File: config.mk
export PLATFORM = sky130hd
export DESIGN_NAME = transmisor_uart_flat
export DESIGN_NICKNAME = d
export VERILOG_FILES = /design/src/rtl/uart_pkg.sv /design/src/rtl/transmisor_uart_if.sv /design/src/rtl/baud_tick_gen_tx.sv /design/src/rtl/transmisor_uart.sv /design/src/flat_wrapper.sv
export SDC_FILE = /design/constraint.sdc
export NUM_CORES = 1
export LEC_CHECK = 0
export CAP_MARGIN = 10
export CELL_PAD_IN_SITES_DETAIL_PLACEMENT = 1
export CELL_PAD_IN_SITES_GLOBAL_PLACEMENT = 2
export CORE_UTILIZATION = 40
export CTS_CLUSTER_SIZE = 40
export DETAILED_ROUTE_END_ITERATION = 8
export DONT_BUFFER_PORTS = 1
export PLACE_DENSITY = 0.76
export SYNTH_ARGS = -nofsm -noshare
export SYNTH_HDL_FRONTEND = slang
export SYNTH_SLANG_ARGS = --single-unit
export TNS_END_PERCENT = 10
File: constraint.sdc
create_clock -name i_clock -period 2.25 [get_ports i_clock]
set_input_delay 0.225 -clock i_clock [delete_from_list [all_inputs] [get_ports i_clock]]
set_output_delay 0.225 -clock i_clock [all_outputs]
set_load 0.005 [all_outputs]
File: src/rtl/uart_pkg.sv
// Shared UART definitions: frame defaults, FSM state encoding and bit-period helper.
// Used by both the transmitter and the receiver.
package uart_pkg;

    localparam int  DEF_WIDTH_WORD    = 8;
    localparam int  DEF_BAUD_RATE     = 9600;
    localparam int  DEF_CANT_BIT_STOP = 2;
    localparam real DEF_FREC_CLK_MHZ  = 100.0;

    typedef enum logic [1:0] {
        IDLE  = 2'b00,
        START = 2'b01,
        DATA  = 2'b10,
        STOP  = 2'b11
    } tx_state_t;

    // int' cast rounds to nearest, e.g. 100 MHz / 9600 baud -> 10417
    function automatic int calc_clks_per_bit(input real frec_clk_mhz, input int baud_rate);
        return int'(frec_clk_mhz * 1.0e6 / real'(baud_rate));
    endfunction

endpackage

File: src/rtl/transmisor_uart_if.sv
// Handshake bundle between the ALU/interface control (master) and the UART transmitter (slave).
interface transmisor_uart_if
    import uart_pkg::*;
#(
    parameter int WIDTH_WORD = DEF_WIDTH_WORD
);
    logic                  i_tx_start;
    logic [WIDTH_WORD-1:0] i_data_in;
    logic                  o_tx;
    logic                  o_tx_busy;
    logic                  o_tx_done;

    modport master (
        output i_tx_start,
        output i_data_in,
        input  o_tx,
        input  o_tx_busy,
        input  o_tx_done
    );

    modport slave (
        input  i_tx_start,
        input  i_data_in,
        output o_tx,
        output o_tx_busy,
        output o_tx_done
    );
endinterface

File: src/rtl/baud_tick_gen_tx.sv
// Bit-period timer: counts 0..CLKS_PER_BIT-1 while enabled, o_tick marks the wrap cycle.
module baud_tick_gen_tx
    import uart_pkg::*;
#(
    parameter int CLKS_PER_BIT = 10417
) (
    input  logic i_clock,
    input  logic i_reset,
    input  logic i_enable,
    output logic o_tick
);
    localparam int CNT_W = (CLKS_PER_BIT > 1) ? $clog2(CLKS_PER_BIT) : 1;
    localparam logic [CNT_W-1:0] CNT_LAST = CNT_W'(CLKS_PER_BIT - 1);

    logic [CNT_W-1:0] cnt_reg;

    always_ff @(posedge i_clock or negedge i_reset) begin
        if (!i_reset) begin
            cnt_reg <= '0;
        end else if (!i_enable || (cnt_reg == CNT_LAST)) begin
            cnt_reg <= '0;
        end else begin
            cnt_reg <= cnt_reg + CNT_W'(1);
        end
    end

    assign o_tick = i_enable && (cnt_reg == CNT_LAST);
endmodule

File: src/rtl/transmisor_uart.sv
// UART transmitter: start bit, WIDTH_WORD data bits LSB first, CANT_BIT_STOP stop bits, no parity.
// All outputs are registered so the serial line never glitches.
module transmisor_uart
    import uart_pkg::*;
#(
    parameter int  WIDTH_WORD    = DEF_WIDTH_WORD,
    parameter real FREC_CLK_MHZ  = DEF_FREC_CLK_MHZ,
    parameter int  BAUD_RATE     = DEF_BAUD_RATE,
    parameter int  CANT_BIT_STOP = DEF_CANT_BIT_STOP
) (
    input  logic              i_clock,
    input  logic              i_reset,
    transmisor_uart_if.slave  bus
);
    localparam int CLKS_PER_BIT = calc_clks_per_bit(FREC_CLK_MHZ, BAUD_RATE);
    localparam int BIT_W        = (WIDTH_WORD > 1) ? $clog2(WIDTH_WORD) : 1;
    localparam logic [BIT_W-1:0] BIT_LAST  = BIT_W'(WIDTH_WORD - 1);
    localparam logic             STOP_LAST = 1'(CANT_BIT_STOP - 1);

    tx_state_t             state_reg;
    logic                  tx_reg;
    logic                  busy_reg;
    logic                  done_reg;
    logic [BIT_W-1:0]      bit_cnt_reg;
    logic                  stop_cnt_reg;
    logic [WIDTH_WORD-1:0] shift_reg;
    logic [WIDTH_WORD-1:0] shift_next;
    logic                  tick;

    // Timer runs only inside a frame, so it is already cleared when a start is accepted
    baud_tick_gen_tx #(
        .CLKS_PER_BIT(CLKS_PER_BIT)
    ) u_tick (
        .i_clock (i_clock),
        .i_reset (i_reset),
        .i_enable(state_reg != IDLE),
        .o_tick  (tick)
    );

    assign shift_next = shift_reg >> 1;

    always_ff @(posedge i_clock or negedge i_reset) begin
        if (!i_reset) begin
            state_reg    <= IDLE;
            tx_reg       <= 1'b1;
            busy_reg     <= 1'b0;
            done_reg     <= 1'b0;
            bit_cnt_reg  <= '0;
            stop_cnt_reg <= 1'b0;
            shift_reg    <= '0;
        end else begin
            case (state_reg)
                IDLE: begin
                    tx_reg   <= 1'b1;
                    done_reg <= 1'b0;
                    if (bus.i_tx_start) begin
                        shift_reg    <= bus.i_data_in;
                        bit_cnt_reg  <= '0;
                        stop_cnt_reg <= 1'b0;
                        tx_reg       <= 1'b0;
                        busy_reg     <= 1'b1;
                        state_reg    <= START;
                    end
                end
                START: begin
                    if (tick) begin
                        tx_reg    <= shift_reg[0];
                        state_reg <= DATA;
                    end
                end
                DATA: begin
                    if (tick) begin
                        shift_reg   <= shift_next;
                        bit_cnt_reg <= bit_cnt_reg + BIT_W'(1);
                        if (bit_cnt_reg == BIT_LAST) begin
                            tx_reg    <= 1'b1;
                            state_reg <= STOP;
                        end else begin
                            tx_reg <= shift_next[0];
                        end
                    end
                end
                STOP: begin
                    if (tick) begin
                        if (stop_cnt_reg == STOP_LAST) begin
                            busy_reg  <= 1'b0;
                            done_reg  <= 1'b1;
                            state_reg <= IDLE;
                        end else begin
                            stop_cnt_reg <= stop_cnt_reg + 1'b1;
                        end
                    end
                end
                default: state_reg <= IDLE;
            endcase
        end
    end

    assign bus.o_tx      = tx_reg;
    assign bus.o_tx_busy = busy_reg;
    assign bus.o_tx_done = done_reg;
endmodule

File: src/flat_wrapper.sv
// flat-port wrapper written by rule: the top's interface ports become plain ports
module transmisor_uart_flat import uart_pkg::*;
#(
    parameter int  WIDTH_WORD    = DEF_WIDTH_WORD,
    parameter real FREC_CLK_MHZ  = DEF_FREC_CLK_MHZ,
    parameter int  BAUD_RATE     = DEF_BAUD_RATE,
    parameter int  CANT_BIT_STOP = DEF_CANT_BIT_STOP
)
  (i_clock, i_reset, bus_i_tx_start, bus_i_data_in, bus_o_tx, bus_o_tx_busy, bus_o_tx_done);
  transmisor_uart_if #(.WIDTH_WORD(WIDTH_WORD)) bus_i ();
  input  logic i_clock;
  input  logic i_reset;
  input wire logic [$bits(bus_i.i_tx_start)-1:0] bus_i_tx_start;
  input wire logic [$bits(bus_i.i_data_in)-1:0] bus_i_data_in;
  output wire logic [$bits(bus_i.o_tx)-1:0] bus_o_tx;
  output wire logic [$bits(bus_i.o_tx_busy)-1:0] bus_o_tx_busy;
  output wire logic [$bits(bus_i.o_tx_done)-1:0] bus_o_tx_done;
  assign bus_i.i_tx_start = bus_i_tx_start;
  assign bus_i.i_data_in = bus_i_data_in;
  assign bus_o_tx = bus_i.o_tx;
  assign bus_o_tx_busy = bus_i.o_tx_busy;
  assign bus_o_tx_done = bus_i.o_tx_done;
  transmisor_uart #(.WIDTH_WORD(WIDTH_WORD), .FREC_CLK_MHZ(FREC_CLK_MHZ), .BAUD_RATE(BAUD_RATE), .CANT_BIT_STOP(CANT_BIT_STOP)) u_core (.i_clock(i_clock), .i_reset(i_reset), .bus(bus_i));
endmodule
==> results of run 1 <==
layout by cell type (no fill, tap or decap), types with 2 or more instances in the layout:
master and n:
dfrtp_1 30, nor2_1 23, mux2i_1 13, nand2_1 12, a21oi_1 10, inv_1 9, xor2_1 8, ha_1 8
nand3_1 6, and3_1 6, a211oi_1 6, clkbuf_8 6, nor3_1 5, xnor2_1 5, o21ai_0 4, nand4_1 3
nor2b_1 2, buf_4 2
worst min-delay path by stage:
stage	from	to	cells after the start
after global routing	bus_i_data_in[1]	u_core.shift_reg[1]$_DFFE_PN0P_	2
after floorplan	i_reset	u_core.bit_cnt_reg[0]$_DFFE_PN0P_	0
after detailed placement	i_reset	u_core.shift_reg[7]$_DFFE_PN0P_	0
final	bus_i_data_in[1]	u_core.shift_reg[1]$_DFFE_PN0P_	2
after global placement	i_reset	u_core.shift_reg[4]$_DFFE_PN0P_	0
after CTS	bus_i_data_in[1]	u_core.shift_reg[1]$_DFFE_PN0P_	2
where the power goes:
group          internal [mW]  leakage [nW]  switching, mW
Clock                  0.358        0.0612          0.213
Combinational        0.00488         0.408         0.0117
Sequential             0.557         0.394              0
Total                  0.920         0.863          0.224
through the flow:
| stage | instance area (um^2) | hold WS [ps] | total power, mW |
|---|---|---|---|
| CTS | 1918 | 111.1 | 1.167 |
| floorplan | 1728 | -70.59 | 0.5680 |
| global route | 1918 | 146.1 | 1.187 |
| finish | 1918 | 114.4 | 1.145 |
| global placement | 1770 | -69.85 | 0.5680 |
| detailed placement | 1770 | -69.40 | 0.5680 |
area by class of cell:
| cell class | instances | area (um^2) | share of cell area [%] |
|---|---|---|---|
| inverter | 9 | 33.78 | 1.761 |
| clock inverter | 2 | 35.03 | 1.826 |
| timing repair buffer | 4 | 45.04 | 2.348 |
| sequential | 31 | 777.0 | 40.51 |
| multi-input combinational | 126 | 882.1 | 45.99 |
| clock buffer | 6 | 82.58 | 4.305 |
| tap | 50 | 62.56 | 3.262 |
synthesized netlist by cell type:
library cell / count
nor3b_2: 1
clkbuf_1: 5
nor2b_1: 2
buf_6: 1
and4bb_2: 1
o31ai_2: 1
nor4b_4: 1
o2bb2ai_1: 1
buf_2: 1
o21bai_1: 1
ha_1: 8
nor3_1: 5
a211oi_1: 6
nand2b_1: 1
inv_1: 9
and2_1: 1
xnor2_1: 5
nor2_1: 23
nand4_4: 1
o31ai_1: 1
mux2_4: 1
mux2_2: 1
mux2i_1: 13
nand4_1: 3
a21oi_1: 10
dfrtp_1: 30
nor2_4: 1
xor2_1: 8
nand3_1: 6
o22ai_1: 1
nand2_1: 12
dfstp_2: 1
and3_1: 6
o21ai_0: 4
o21ai_1: 1
worst reg2reg max path, cell delays in order (launching register included):
cell	delay, ps
dfrtp_1	410
inv_1	70
ha_1	140
and4bb_2	260
nand4_4	150
nor2_4	390
o21bai_1	140
mux2_2	290
routing by layer:
metal / up-vias / track usage, %
met5: - / 0
met4: 0 / 7.181
met2: 11 / 34.16
met3: 6 / 6.081
met1: 589 / 21.80
li1: 599 / -
kinds of logic (layout without fill, tap and decap cells):
group / after synthesis / count (layout)
fa+ha+maj: 8 / 8
buf+inv: 16 / 21
mux: 15 / 15
simple gates: 64 / 64
compound gates: 26 / 26
xor+xnor: 13 / 13
flops: 31 / 31
repair_timing:
item,CTS,global route
endpoints found under the hold margin,31,0
hold buffers,2,0
setup endpoints to repair,0,0
gates resized for setup,0,0
==> results_dict.tcl, run 1 <==
set metrics [dict create \
    status "finished clean" \
    overflow 0 \
    cts_tree "done" \
    crit_family "simple AND/OR/NAND/NOR gates" \
    timing.final.ws_setup_ps 321.2 \
    critPathBufInv 1 \
    detail-route-antenna-nets 0 \
    wl_met3_um 109 \
    clkTransAtPathRegs_ps 70 \
    synthTopCellsByArea "dfrtp_1 (43%), mux2i_1 (7.5%), ha_1 (5.8%)" \
    drt_iter0_drc 41 \
    clkSinkCount 31 \
    die_y_um 67.73 \
    worstHoldPathType "input port to register" \
    crit_end "u_core.bus.o_tx$_DFFE_PN1P_" \
    dp_slack_ps 293.2 \
    synth_area_per_cell_um2 9.988 \
    n_antenna_cell 0 \
    synth_top_family_by_area "simple AND/OR/NAND/NOR gates" \
    die_area_mm2 0.004587 \
    ys_warn_count 0 \
    synthMuxAreaShare_pct 9.051 \
    critPathArrivalTime_ps 2140 \
    ys_seq_elements 31 \
    final_cells 228 \
    grt_pass1_wl_mm 6.313 \
    period_needed_ps 1929 \
    clk_latency_ps 290 \
    clockBufferDepth 2 \
    nFillCells 467 \
    die-width_um 67.73 \
    r2r_setup_slack_ps 320 \
    synthSimpleGateAreaFrac_pct 20.20 \
    end_kind "register" \
    io_pins 14 \
    synth_fp_nets 192 \
    synth_compound_area_share_pct 9.413 \
    fmax_ghz 0.5185 \
    cp_max_fo 13 \
    dp_hpwl_mm 2.561 \
    drive_gt1_share_pct 11.24 \
    grt_setup_unrepaired "no" \
    p_per_area_mw_per_mm2 596.7 \
    drt-pass1-iter-count 4 \
    reg2regPathDepth 7 \
    crit_start "u_core.u_tick.cnt_reg[0]$_DFF_PN0_" \
    ctsRootBufferMaster "clkbuf_8" \
    post_cts_buffers 0 \
    final_util_pct 46.94 \
    r2r_start "u_core.u_tick.cnt_reg[0]$_DFF_PN0_" \
    htree_levels 2 \
    highest_layer "met4" \
    r2r-end "u_core.bus.o_tx$_DFFE_PN1P_" \
    maxSlewViolCount 0 \
    start_kind "register" \
    placed_cells 218 \
    num_vias 1205 \
    ys_types 35 \
    grt_use_total_pct 19.47 \
    met1_length_mm 1.571 \
    synth_top_area_cell "dfrtp_1" \
    cpPeakStageDelay_ps 410 \
    min_period_over_period_pct 85.72 \
    crit_chain "inv_1 -> ha_1 -> and4bb_2 -> nand4_4 -> nor2_4 -> o21bai_1 -> mux2_2" \
    post_drt_wl_per_cell_um 15.90 \
    ys_seq_area_share_pct 44.97 \
    numPortBuffers 0 \
    tightest_slew_ps 542.2 \
    slowest_stage "dfrtp_1" \
    relSlewSlack_pct 63.85 \
    synthCells 173 \
    grt_pass1_vias 1316 \
    start_util_pct 42.28 \
    p_leak_nw 0.8632 \
    cap_violations 0 \
    required_ps 2470 \
    synth_top_area_share_pct 43.45 \
    synth_xor_area_share_pct 6.589 \
    path_depth 7 \
    syn_to_final_growth_pct 11.01 \
    nNetsFinal 196 \
    core-area_mm2 0.004086 \
    finClkSkew_ps 5.469 \
    routed_wl_mm 3.626 \
    hold_viol 0 \
    avgViaCountPerCell 5.285 \
    cts_made_buffers 5 \
    antenna_found_initial 0 \
    setup_tns_ps 0 \
    synth_fa_ha_area_share_pct 5.793 \
    grt_start_max_net_pins 32 \
    remaining_drc_errors 0 \
    syn-cell-area_mm2 0.001728 \
    dr_wl_met2_mm 1.882 \
    ir_drop_uv 326.7 \
    rows 23 \
    largest_reg_flops 14 \
    place.gp.congestion 0.7062 \
    setup_violations 0 \
    critPathKind "register to register" \
]
Power figures use the tool's default switching activity.
==> run 2: changes to the inputs <==
--- a/config.mk
+++ b/config.mk
@@ -8,11 +8,12 @@
 export CAP_MARGIN = 10
 export CELL_PAD_IN_SITES_DETAIL_PLACEMENT = 1
 export CELL_PAD_IN_SITES_GLOBAL_PLACEMENT = 2
-export CORE_UTILIZATION = 40
+export CORE_UTILIZATION = 35
 export CTS_CLUSTER_SIZE = 40
 export DETAILED_ROUTE_END_ITERATION = 8
 export DONT_BUFFER_PORTS = 1
-export PLACE_DENSITY = 0.76
+export PLACE_DENSITY = 0.68
+export REMOVE_ABC_BUFFERS = 1
 export SYNTH_ARGS = -nofsm -noshare
 export SYNTH_HDL_FRONTEND = slang
 export SYNTH_SLANG_ARGS = --single-unit
==> results_dict.tcl, run 2 (synthesis results as in run 1) <==
set metrics [dict create \
    rows 25 \
    fmax_ghz 0.5223 \
    end_kind "register" \
    place.gp.congestion 0.7134 \
    cpPeakStageDelay_ps 410 \
    cap_violations 0 \
    required_ps 2460 \
    clkTransAtPathRegs_ps 70 \
    min-delay-start "bus_i_data_in[1]" \
    crit_family "simple AND/OR/NAND/NOR gates" \
    hold_ws_ps 113.7 \
    hold_viol 0 \
    hold_end "u_core.shift_reg[1]$_DFFE_PN0P_" \
    overflow 0 \
    setup_tns_ps 0 \
    maxSlewViolCount 0 \
    antenna_found_initial 0 \
    grt_use_total_pct 16.87 \
    min_period_over_period_pct 85.09 \
    detail-route-antenna-nets 0 \
    use_met1_pct 20.49 \
    most-common-layout-cells "dfrtp_1 (30), nor2_1 (23), mux2i_1 (13)" \
    placed_cell_area_mm2 0.001799 \
    drt-pass1-iter-count 3 \
    p_per_area_mw_per_mm2 546.6 \
    htree_levels 2 \
    grt.met3_usage_pct 4.167 \
    drt_iter0_drc 41 \
    p_leak_nw 0.8590 \
    numPortBuffers 0 \
    critPathBufInv 1 \
    clk_latency_ps 280 \
    dp_hpwl_mm 2.661 \
    num_vias 1246 \
    syn_to_final_growth_pct 11.66 \
    cts_tree "done" \
    remaining_drc_errors 0 \
    post_drt_wl_per_cell_um 15.57 \
    globalRoute.busiestLayer "met2" \
    drive_gt1_share_pct 11.17 \
    n_antenna_cell 0 \
    reg2regPathDepth 7 \
    routed_wl_mm 3.829 \
    ir_drop_uv 206.0 \
    ctsRootBufferMaster "clkbuf_8" \
    final_design_area_no_fill_mm2 0.001929 \
    clockBufferDepth 2 \
    io_pins 14 \
    r2r_start "u_core.u_tick.cnt_reg[0]$_DFF_PN0_" \
    largest_reg_flops 14 \
    met2_usage_pct 28.97 \
    grt_setup_unrepaired "no" \
    start_util_pct 36.58 \
    clkSinkCount 31 \
    seq_area_um2 777.0 \
    period_needed_ps 1914 \
    cp_max_fo 13 \
    avgViaCountPerCell 5.065 \
    worstHoldPathType "input port to register" \
    r2r-end "u_core.bus.o_tx$_DFFE_PN1P_" \
    cts_resized 0 \
    grt_pass1_wl_mm 6.693 \
    critPathKind "register to register" \
    critPathArrivalTime_ps 2130 \
    status "finished clean" \
    whs_path_depth 2 \
    multiInputGateArea_um2 882.1 \
    cts_made_buffers 5 \
    tightest_slew_ps 471.9 \
    r2r_setup_slack_ps 340 \
    slowest_stage "dfrtp_1" \
    nNetsFinal 197 \
    grt_start_max_net_pins 32 \
    die-width_um 72.26 \
    nFillCells 538 \
    post_cts_buffers 0 \
    finClkSkew_ps 10.66 \
    crit_chain "inv_1 -> ha_1 -> and4bb_2 -> nand4_4 -> nor2_4 -> o21bai_1 -> mux2_2" \
    final_common_cell "dfrtp_1" \
    setup_violations 0 \
    cts_hold_buffers 2 \
    core-area_mm2 0.004723 \
    relSlewSlack_pct 68.46 \
    power_mw 1.055 \
    start_kind "register" \
    grt_pass1_vias 1405 \
    final_util_pct 40.85 \
    die_area_mm2 0.005222 \
    die_y_um 72.26 \
]
==> run 2: changes by cell type in the layout (fill, tap and decap cells not counted) <==
cell	change
buf_4	+1
clkbuf_8	+1
bufinv_16	-1
clkinv_2	-1
clkbuf_1	+1
==> run 2: through the flow <==
stage | setup WS [ps] | cells
floorplan | 285.1 | 166
global placement | 363.5 | 236
detailed placement | 316.6 | 236
CTS | 313.3 | 246
global route | 147.0 | 246
finish | 335.5 | 246
==> run 2: final cells by class <==
class | instances | area share [%]
multi-input combinational | 126 | 45.72
timing repair buffer | 5 | 2.724
clock buffer | 8 | 5.188
sequential | 31 | 40.27
inverter | 9 | 1.751
tap | 67 | 4.345
==> run 2: how the worst max path moves through the flow <==
stage,start,endpoint,slack [ps],cells past startpoint
2_1_floorplan,u_core.state_reg[0]$_DFFE_PN0P_,u_core.state_reg[1]$_DFFE_PN0P_,290,6
3_3_place_gp,u_core.u_tick.cnt_reg[0]$_DFF_PN0_,u_core.bus.o_tx$_DFFE_PN1P_,360,7
3_5_place_dp,u_core.u_tick.cnt_reg[1]$_DFF_PN0_,u_core.bus.o_tx$_DFFE_PN1P_,320,7
4_1_cts,u_core.u_tick.cnt_reg[1]$_DFF_PN0_,u_core.bus.o_tx$_DFFE_PN1P_,310,7
5_1_grt,u_core.u_tick.cnt_reg[0]$_DFF_PN0_,u_core.bus.o_tx$_DFFE_PN1P_,150,7
6_report,u_core.u_tick.cnt_reg[0]$_DFF_PN0_,u_core.bus.o_tx$_DFFE_PN1P_,340,7
==> run 2: layer usage <==
metal / vias to the layer above / wire length [um]
met5: - / 0
met4: 0 / 48
li1: 600 / -
met2: 13 / 1908
met1: 627 / 1744
met3: 6 / 128
==> run 2: power by group <==
| group | leakage, nW | total (mW) | internal, mW | switching [mW] |
|---|---|---|---|---|
| clock | 0.0515 | 0.480 | 0.279 | 0.201 |
| sequential | 0.394 | 0.557 | 0.557 | 0 |
| combinational | 0.413 | 0.0168 | 0.00487 | 0.0119 |
| total | 0.859 | 1.05 | 0.841 | 0.213 |
==> run 2: worst register-to-register path, cell delays in order (launching register included) <==
cell and delay (ps):
dfrtp_1 410, inv_1 70, ha_1 140, and4bb_2 250, nand4_4 160, nor2_4 400
o21bai_1 150, mux2_2 280
